`src/rtl/shift_add_scheduler_if.sv`:
```
// Operand/result handshake bundle for shift_add_scheduler.
// The slave modport is the scheduler side; the master modport is the producer/consumer side.
interface shift_add_scheduler_if #(
    parameter int WIDTH = 38
) ();
    logic                    in_valid;
    logic                    in_ready;
    logic signed [WIDTH-1:0] in_data;
    logic                    out_valid;
    logic                    out_ready;
    logic signed [WIDTH-1:0] out_data;
    logic                    out_ovf;

    modport master (
        output in_valid, in_data, out_ready,
        input  in_ready, out_valid, out_data, out_ovf
    );

    modport slave (
        input  in_valid, in_data, out_ready,
        output in_ready, out_valid, out_data, out_ovf
    );
endinterface

```
`src/rtl/shift_add_scheduler.sv`:
```
// Iterative acc += acc >>> shift[step] scheduler driven by a small shift table.
// Define SHIFT_ADD_SAT_EN to saturate overflowing steps and report out_ovf; otherwise steps wrap.
//
//   state | meaning
//   IDLE  | waiting for an operand, config writes accepted
//   RUN   | one shift-add step per cycle from the captured table
//   DONE  | result held on out_data until out_ready
module shift_add_scheduler #(
    parameter int WIDTH     = 38,
    parameter int MAX_STEPS = 8,
    parameter int SHIFT_W   = 6,
    localparam int AW = (MAX_STEPS > 1) ? $clog2(MAX_STEPS) : 1,
    localparam int LW = AW + 1
) (
    input  logic                clk,
    input  logic                rst,
    input  logic                cfg_we,
    input  logic [AW-1:0]       cfg_addr,
    input  logic [SHIFT_W-1:0]  cfg_shift,
    input  logic                cfg_len_we,
    input  logic [LW-1:0]       cfg_len,
    shift_add_scheduler_if.slave bus,
    output logic                busy
);

    typedef enum logic [1:0] {IDLE, RUN, DONE} state_t;

    state_t                  state;
    logic [SHIFT_W-1:0]      tab     [MAX_STEPS];
    logic [SHIFT_W-1:0]      run_tab [MAX_STEPS];
    logic [LW-1:0]           len_q;
    logic [LW-1:0]           run_len;
    logic [LW-1:0]           step;
    logic signed [WIDTH-1:0] acc;
    logic                    in_ready_q;
    logic                    out_valid_q;
    logic                    busy_q;

    logic [SHIFT_W-1:0]      cur_shift;
    logic signed [WIDTH-1:0] shifted;
    logic signed [WIDTH-1:0] next_acc;
    logic [LW-1:0]           len_clamped;

`ifdef SHIFT_ADD_SAT_EN
    localparam logic signed [WIDTH-1:0] ACC_MAX = {1'b0, {(WIDTH-1){1'b1}}};
    localparam logic signed [WIDTH-1:0] ACC_MIN = {1'b1, {(WIDTH-1){1'b0}}};
    logic [WIDTH:0] sum;
    logic           step_ovf;
    logic           ovf_q;
`endif

    always_comb begin
        cur_shift = run_tab[step[AW-1:0]];
        if (int'(cur_shift) >= WIDTH) begin
            shifted = {WIDTH{acc[WIDTH-1]}};
        end else begin
            shifted = acc >>> cur_shift;
        end
`ifdef SHIFT_ADD_SAT_EN
        sum      = {acc[WIDTH-1], acc} + {shifted[WIDTH-1], shifted};
        step_ovf = sum[WIDTH] ^ sum[WIDTH-1];
        if (step_ovf) begin
            next_acc = sum[WIDTH] ? ACC_MIN : ACC_MAX;
        end else begin
            next_acc = sum[WIDTH-1:0];
        end
`else
        // In wrap mode the extra carry bit would be discarded anyway.
        next_acc = acc + shifted;
`endif
    end

    always_comb begin
        len_clamped = cfg_len;
        if (cfg_len > LW'(MAX_STEPS)) begin
            len_clamped = LW'(MAX_STEPS);
        end
    end

    always_ff @(posedge clk or negedge rst) begin
        if (!rst) begin
            state       <= IDLE;
            acc         <= '0;
            step        <= '0;
            len_q       <= '0;
            run_len     <= '0;
            in_ready_q  <= 1'b0;
            out_valid_q <= 1'b0;
            busy_q      <= 1'b0;
`ifdef SHIFT_ADD_SAT_EN
            ovf_q       <= 1'b0;
`endif
            for (int i = 0; i < MAX_STEPS; i++) begin
                tab[i]     <= '0;
                run_tab[i] <= '0;
            end
        end else begin
            case (state)
                IDLE: begin
                    in_ready_q <= 1'b1;
                    if (cfg_we) begin
                        tab[cfg_addr] <= cfg_shift;
                    end
                    if (cfg_len_we) begin
                        len_q <= len_clamped;
                    end
                    if (bus.in_valid && in_ready_q) begin
                        // Snapshot table and length so a same-cycle write applies to the next operand only.
                        acc        <= bus.in_data;
                        step       <= '0;
                        run_tab    <= tab;
                        run_len    <= len_q;
                        in_ready_q <= 1'b0;
                        busy_q     <= 1'b1;
`ifdef SHIFT_ADD_SAT_EN
                        ovf_q      <= 1'b0;
`endif
                        state      <= (len_q != '0) ? RUN : DONE;
                    end
                end
                RUN: begin
                    acc  <= next_acc;
                    step <= step + LW'(1);
`ifdef SHIFT_ADD_SAT_EN
                    if (step_ovf) begin
                        ovf_q <= 1'b1;
                    end
`endif
                    if (step + LW'(1) == run_len) begin
                        out_valid_q <= 1'b1;
                        state       <= DONE;
                    end
                end
                DONE: begin
                    // A zero-length operand arrives here with out_valid low; raise it one cycle later.
                    if (!out_valid_q) begin
                        out_valid_q <= 1'b1;
                    end else if (bus.out_ready) begin
                        out_valid_q <= 1'b0;
                        busy_q      <= 1'b0;
                        in_ready_q  <= 1'b1;
                        state       <= IDLE;
                    end
                end
                default: state <= IDLE;
            endcase
        end
    end

    assign bus.in_ready  = in_ready_q;
    assign bus.out_valid = out_valid_q;
    assign bus.out_data  = acc;
`ifdef SHIFT_ADD_SAT_EN
    assign bus.out_ovf   = ovf_q;
`else
    assign bus.out_ovf   = 1'b0;
`endif
    assign busy          = busy_q;

endmodule

```
`src/flat_wrapper.sv`:
```
// flat-port wrapper written by rule: the top's interface ports become plain ports
module shift_add_scheduler_flat 
#(
    parameter int WIDTH     = 38,
    parameter int MAX_STEPS = 8,
    parameter int SHIFT_W   = 6,
    localparam int AW = (MAX_STEPS > 1) ? $clog2(MAX_STEPS) : 1,
    localparam int LW = AW + 1
)
  (clk, rst, cfg_we, cfg_addr, cfg_shift, cfg_len_we, cfg_len, busy, bus_in_valid, bus_in_data, bus_out_ready, bus_in_ready, bus_out_valid, bus_out_data, bus_out_ovf);
  shift_add_scheduler_if #(.WIDTH(WIDTH)) bus_i ();
  input  logic clk;
  input  logic rst;
  input  logic cfg_we;
  input  logic [AW-1:0] cfg_addr;
  input  logic [SHIFT_W-1:0] cfg_shift;
  input  logic cfg_len_we;
  input  logic [LW-1:0] cfg_len;
  output logic busy;
  input wire logic [$bits(bus_i.in_valid)-1:0] bus_in_valid;
  input wire logic [$bits(bus_i.in_data)-1:0] bus_in_data;
  input wire logic [$bits(bus_i.out_ready)-1:0] bus_out_ready;
  output wire logic [$bits(bus_i.in_ready)-1:0] bus_in_ready;
  output wire logic [$bits(bus_i.out_valid)-1:0] bus_out_valid;
  output wire logic [$bits(bus_i.out_data)-1:0] bus_out_data;
  output wire logic [$bits(bus_i.out_ovf)-1:0] bus_out_ovf;
  assign bus_i.in_valid = bus_in_valid;
  assign bus_i.in_data = bus_in_data;
  assign bus_i.out_ready = bus_out_ready;
  assign bus_in_ready = bus_i.in_ready;
  assign bus_out_valid = bus_i.out_valid;
  assign bus_out_data = bus_i.out_data;
  assign bus_out_ovf = bus_i.out_ovf;
  shift_add_scheduler #(.WIDTH(WIDTH), .MAX_STEPS(MAX_STEPS), .SHIFT_W(SHIFT_W)) u_core (.clk(clk), .rst(rst), .cfg_we(cfg_we), .cfg_addr(cfg_addr), .cfg_shift(cfg_shift), .cfg_len_we(cfg_len_we), .cfg_len(cfg_len), .bus(bus_i), .busy(busy));
endmodule
```
`config.mk`:
```
export PLATFORM = sky130hd
export DESIGN_NAME = shift_add_scheduler_flat
export DESIGN_NICKNAME = d
export VERILOG_FILES = /design/src/rtl/shift_add_scheduler_if.sv /design/src/rtl/shift_add_scheduler.sv /design/src/flat_wrapper.sv
export SDC_FILE = /design/constraint.sdc
export NUM_CORES = 1
export LEC_CHECK = 0
export ABC_AREA = 1
export CORE_ASPECT_RATIO = 1.25
export CORE_MARGIN = 3
export CORE_UTILIZATION = 35
export CTS_CLUSTER_DIAMETER = 40
export DETAILED_ROUTE_END_ITERATION = 8
export PLACE_DENSITY = 0.54
export REMOVE_ABC_BUFFERS = 1
export SLEW_MARGIN = 10
export SYNTH_ARGS = -nofsm -noshare
export SYNTH_HDL_FRONTEND = slang
export SYNTH_SLANG_ARGS = --single-unit
```
`constraint.sdc`:
```
create_clock -name clk -period 7.8 [get_ports clk]
set_clock_uncertainty 0.15 [all_clocks]
set_input_delay 1.17 -clock clk [delete_from_list [all_inputs] [get_ports clk]]
set_output_delay 1.17 -clock clk [all_outputs]
set_load 0.01 [all_outputs]
```
### Yosys cells after proc, flatten, opt, wreduce, memory -nomap -nowiden

Index checks and enable logic that the tools add are counted.

* bits of input ports: 57
* flip-flop bits (word level): 151
* logic and storage cells: 86
* output and inout bits: 42

* bitwise gates (word level): 2
* reductions and logical operators: 15
* $lt $le $gt $ge: 5
* $add $sub $neg: 2
* multiplexer cells: 30
* shifts and indexed selects: 1
* equal/unequal tests: 7

Operator list (number)
* 38-bit 2-to-1 mux: 2
* 38-bit case mux with 2 select lines: 1
* 48-bit bitwise mux: 1
* 38-bit adder: 1
* 38-bit by 6-bit >>> shifter with 38-bit output: 1
* 6-bit binary-select mux with 3-bit select: 1
* 6-bit demux with 3-bit select: 1
* 6-bit 2-to-1 mux: 3
* 2-bit 2-to-1 mux: 5
* 2-bit AND reduction: 5
* 1-bit 2-to-1 mux: 9
* 4-bit greater-or-equal comparator (second input constant): 2
* 4-bit 2-to-1 mux: 2
* 3-bit NOT with 4-bit output: 2
* 4-bit case mux with 2 select lines: 1
* 4-bit AND reduction: 2
* 6-bit greater-or-equal comparator (second input constant): 1
* 2-bit by 1-bit inequality test with 1-bit output (second input constant): 3
* 1-bit case mux with 2 select lines: 3
* 2-bit case mux with 3 select lines: 1
* 2-bit nonzero test: 3
* 4-bit by 1-bit adder with 4-bit output (second input constant): 1
* 4-bit equality test: 1
* 4-bit > comparator (second input constant): 1
* other kinds (8): 9

### Logic depth before layout (Yosys ltp)

* word-level depth: 8
* depth in mapped cells: 33
* mapped depth without buffers: 31

### Worst setup path before layout

OpenSTA, ideal clock, no wires.

* path type: register to register
* from: register u_core.step[2]
* to: register u_core.acc[24] (netlist: u_core.bus.out_data[24])
* library setup time: 0.126 ns
* arrival time: 3.535 ns
* cell stages (with the launch flop): 31
* setup slack: 3.989 ns
* buffers on the path: 4
* required time: 7.524 ns
* period minus slack after synthesis: 3.811 ns
* cells stage by stage: dfrtp_1 -> buf_4 -> inv_2 -> buf_4 -> nand3_1 -> o21ai_1 -> buf_4 -> buf_6 -> nand2_1 -> nand2_1 -> nand2_1 -> nand2_1 -> nand2_1 -> nand3_1 -> nand2_1 -> a21oi_2 -> ha_1 -> inv_1 -> fa_1 -> inv_1 -> nand3_1 -> nand2_1 -> a21boi_0 -> o21ai_0 -> nand3_1 -> nand2_1 -> nand2_1 -> nand3_1 -> nand3_1 -> nand2_1 -> o21ai_0

* longest elaborated chain between the ends: 8
* elaborated cells between the ends (all ways): 9
* classes of those cells: add/sub (1); order compare (1); shift (1); mux (5); bitwise (1)

Ends and longest elaborated chain
* from (decl): line shift_add_scheduler.sv:33 `logic [LW-1:0] step;`
* from (signal assigned): line shift_add_scheduler.sv:123 `step <= step + LW'(1);`
* 3-bit NOT with 4-bit output (not written as such) *: line shift_add_scheduler.sv:53 `cur_shift = run_tab[step[AW-1:0]];`
* 6-bit binary-select mux with 3-bit select *: line shift_add_scheduler.sv:53
* 6-bit 2-to-1 mux (not written as such) * (2 in series): line shift_add_scheduler.sv:53
* 38-bit by 6-bit >>> shifter with 38-bit output / 6-bit greater-or-equal comparator (equally long branches): line shift_add_scheduler.sv:57, shift_add_scheduler.sv:54
* 38-bit 2-to-1 mux *: line shift_add_scheduler.sv:54 `if (int'(cur_shift) >= WIDTH) begin`
* 38-bit adder *: line shift_add_scheduler.sv:69 `next_acc = acc + shifted;`
* 38-bit case mux with 2 select lines *: line shift_add_scheduler.sv:98 `case (state)`
* to (signal assigned): line shift_add_scheduler.sv:109 `acc <= bus.in_data;`
* to (signal assigned): line shift_add_scheduler.sv:122 `acc <= next_acc;`
* to (decl): line shift_add_scheduler.sv:34 `logic signed [WIDTH-1:0] acc;`

Mark *: on every way between the ends. The rest lies on a longest branch, timed or not. The select of a mux whose other input is x is not followed.
A chain may end at the register's enable or synchronous reset.

### Worst setup path after layout

* from: register u_core.step[0]
* to: register u_core.acc[30] (netlist: u_core.bus.out_data[30])

The elaborated chain is that of the path after synthesis.

==> impl_metrics.yaml <==
run_status:
  outcome: "completed"
clocking:
  numCtsBuffers: 17
  cts_root_buf: "clkbuf_16"
  ctsHoldBuffers: 0
  cts.sinks: 151
  post_cts_buffers: 0
  cts_resized: 0
  clkSlewWorstSetupHoldPaths_ns: 0.06
  clk_latency_ns: 0.44
  clockBufferDepth: 2
  htree_num_levels: 4
  cts_tree: "done"
synthesis:
  ys_types: 44
  synth_top_area_cell: "dfrtp_1"
  synthAdderAreaFrac_pct: 4.43
  synth_area_per_cell_um2: 6.60
  yosys.area.top_type_share_pct: 33.8
  synth_most_common_cell: "nand2_1"
  synth_top_family_by_area: "simple AND/OR/NAND/NOR gates"
  ys_top_cells_by_count: "nand2_1 (547), nand3_1 (245), o21ai_0 (153), dfrtp_1 (151), nor2_1 (140)"
  syn-instance-count: 1695
  ys_top_cells_by_area: "dfrtp_1 (34%), nand2_1 (18%), nand3_1 (11%), o21ai_0 (6.8%), nor2_1 (4.7%)"
  synth_edf_count: 0
  synth-simple-area-share_pct: 36.6
  ys_warn_count: 0
  synthMuxAreaShare_pct: 0
  synthFlopType: "dfrtp_1"
  ys_seq_area_share_pct: 33.8
  syn_area_mm2: 0.0112
  async_flop_share_pct: 100
  synth_xor_xnor_area_share_pct: 1.65
  synth_compound_area_share_pct: 15.5
  synth_seq_cells: 151
drt:
  wl_met2_um: 19500
  drtIter0Drc: 1014
  routed-wl-met3_um: 1750
  drt-wirelength-per-cell_um: 18.6
  drc: 0
  viasPerCell: 5.38
  met1_length_um: 17700
  drtPass1Iterations: 5
  vias: 11646
  dr.max_layer_used: "met4"
  drt-total-wl_um: 40300
  antenna_left: 0
final_layout:
  nets: 1842
  drive_above_1_share_pct: 4.66
  antenna_cells: 0
  fillCellCount: 3370
  area_growth_pct: 15.4
setup_path:
  worstPathRequired_ns: 7.97
  ff2ff_setup_slack_ns: 1.63
  arrival_ns: 6.33
  crit_fanout: 39
  cp-start-kind: "flip-flop"
  max_stage_delay_ns: 0.67
  crit_top_cell: "nand2_1"
  critPathKind: "reg -> reg"
  slowest_stage: "nand3_2"
  end_kind: "flip-flop"
sta:
  maxSlewViolCount: 0
  min_period_ns: 6.17
  fmax_mhz: 162
  slew_headroom_pct: 24.0
  finalHoldViolCount: 0
  setup_viol: 0
  worstMarginPinSlew_ns: 1.14
  fin_tns_setup_ns: 0
  rsz0062_at_grt: "no"
  min_period_over_period_pct: 79.1
  holdWs_ns: 0.319
floorplan:
  die-area_mm2: 0.0341
  fp.dieW_um: 166
  ios: 99
  initial_core_util_pct: 35.8
  die_h_um: 206
  core-area_mm2: 0.0313
  rows: 72
grt:
  track_usage_pct: 23.6
  grt_pass1_vias: 11116
  grt_first_pass_wirelength_um: 63400
  grt_max_degree: 90
  grt_overflow: 0
  antenna_found_initial: 0
placement:
  routabilityCongestion: 0.954
  dp_hpwl_um: 30600
  port_buffers: 97
min_path:
  hold_path_class: "reg -> reg"
run:
  drv_cap: 0
-- area by class of cell --
type,instances,area [um2],share of cell area [%]
Sequential cell,151,3780,29.3
Timing Repair Buffer,110,1070,8.29
Clock inverter,10,119,0.921
Tap cell,407,509,3.95
Clock buffer,21,460,3.57
Inverter,116,435,3.37
Multi-Input combinational cell,1350,6530,50.6
-- placed cells by master (no fill, tap or decap), drive strengths merged, types with 2 or more instances in the layout --
cell	n
clkinv	4
nor4	2
o211ai	9
buf	14
o21bai	3
a21oi	100
xor2	13
and3	2
a21o	3
inv	117
clkdlybuf4s50	96
bufinv	2
nor2	144
o22ai	15
dfrtp	151
nand4	11
a21boi	4
o21ai	176
nand2	550
clkbuf	21
nand3	252
ha	38
clkinvlp	3
xnor2	8
nor3	12
-- per-stage QoR --
stage | std cells | worst slack, ns | area (um2) | utilization (%)
floorplan | 1617 | 1.77 | 10700 | -
global placement | 2134 | 1.83 | 12300 | 39.4
detailed placement | 2134 | 1.70 | 12300 | 39.4
CTS | 2165 | 1.67 | 12900 | 41.3
global route | 2165 | 0.906 | 12900 | 41.3
finish | 2165 | 1.63 | 12900 | 41.3
-- worst max-delay path: cells and delay by family (launching register included) --
kind	cells	cell delay, ns
flops	1	0.56
buf+inv	4	0.98
simple gates	16	2.50
compound gates	5	1.23
fa+ha+maj	2	0.54
-- state kept, by name, summed over array words and instances, names as in the netlist --
signal                cells
u_core.state              2
u_core.busy               1
u_core.run_len            4
u_core.bus.out_data      38
u_core.tab               48
u_core.run_tab           48
u_core.bus.out_valid      1
u_core.bus.in_ready       1
u_core.len_q              4
u_core.step               4
-- metal layers --
metal	global-route usage, %	up-vias
met1	30.7	5467
met2	40.2	361
li1	-	5747
met3	2.86	71
met5	0	-
met4	9.15	0
-- logic make-up after synthesis --
logic type	after synthesis
other	1
AO/OA/AOI/OAI	315
AND/OR/NAND/NOR	974
XOR/XNOR	21
adder cells (fa/ha/maj)	39
flip-flops	151
buffers and inverters	194
-- path summary, 6_finish.rpt --
path,depth (start not counted),end,from
setup / recovery,27,u_core.bus.out_data[30]$_DFFE_PN0P_,u_core.step[0]$_DFFE_PN0P_
hold / removal,2,u_core.run_tab[40]$_DFFE_PN0P_,u_core.run_tab[40]$_DFFE_PN0P_
setup reg to reg,27,u_core.bus.out_data[30]$_DFFE_PN0P_,u_core.step[0]$_DFFE_PN0P_
hold reg to reg,2,u_core.run_tab[40]$_DFFE_PN0P_,u_core.run_tab[40]$_DFFE_PN0P_
max in group asynchronous,2,u_core.tab[45]$_DFFE_PN0P_,rst
min in group asynchronous,1,u_core.bus.out_data[18]$_DFFE_PN0P_,rst
Power is not shown: default switching activity piles up to over one toggle a cycle in this logic, so the estimate is an artifact.
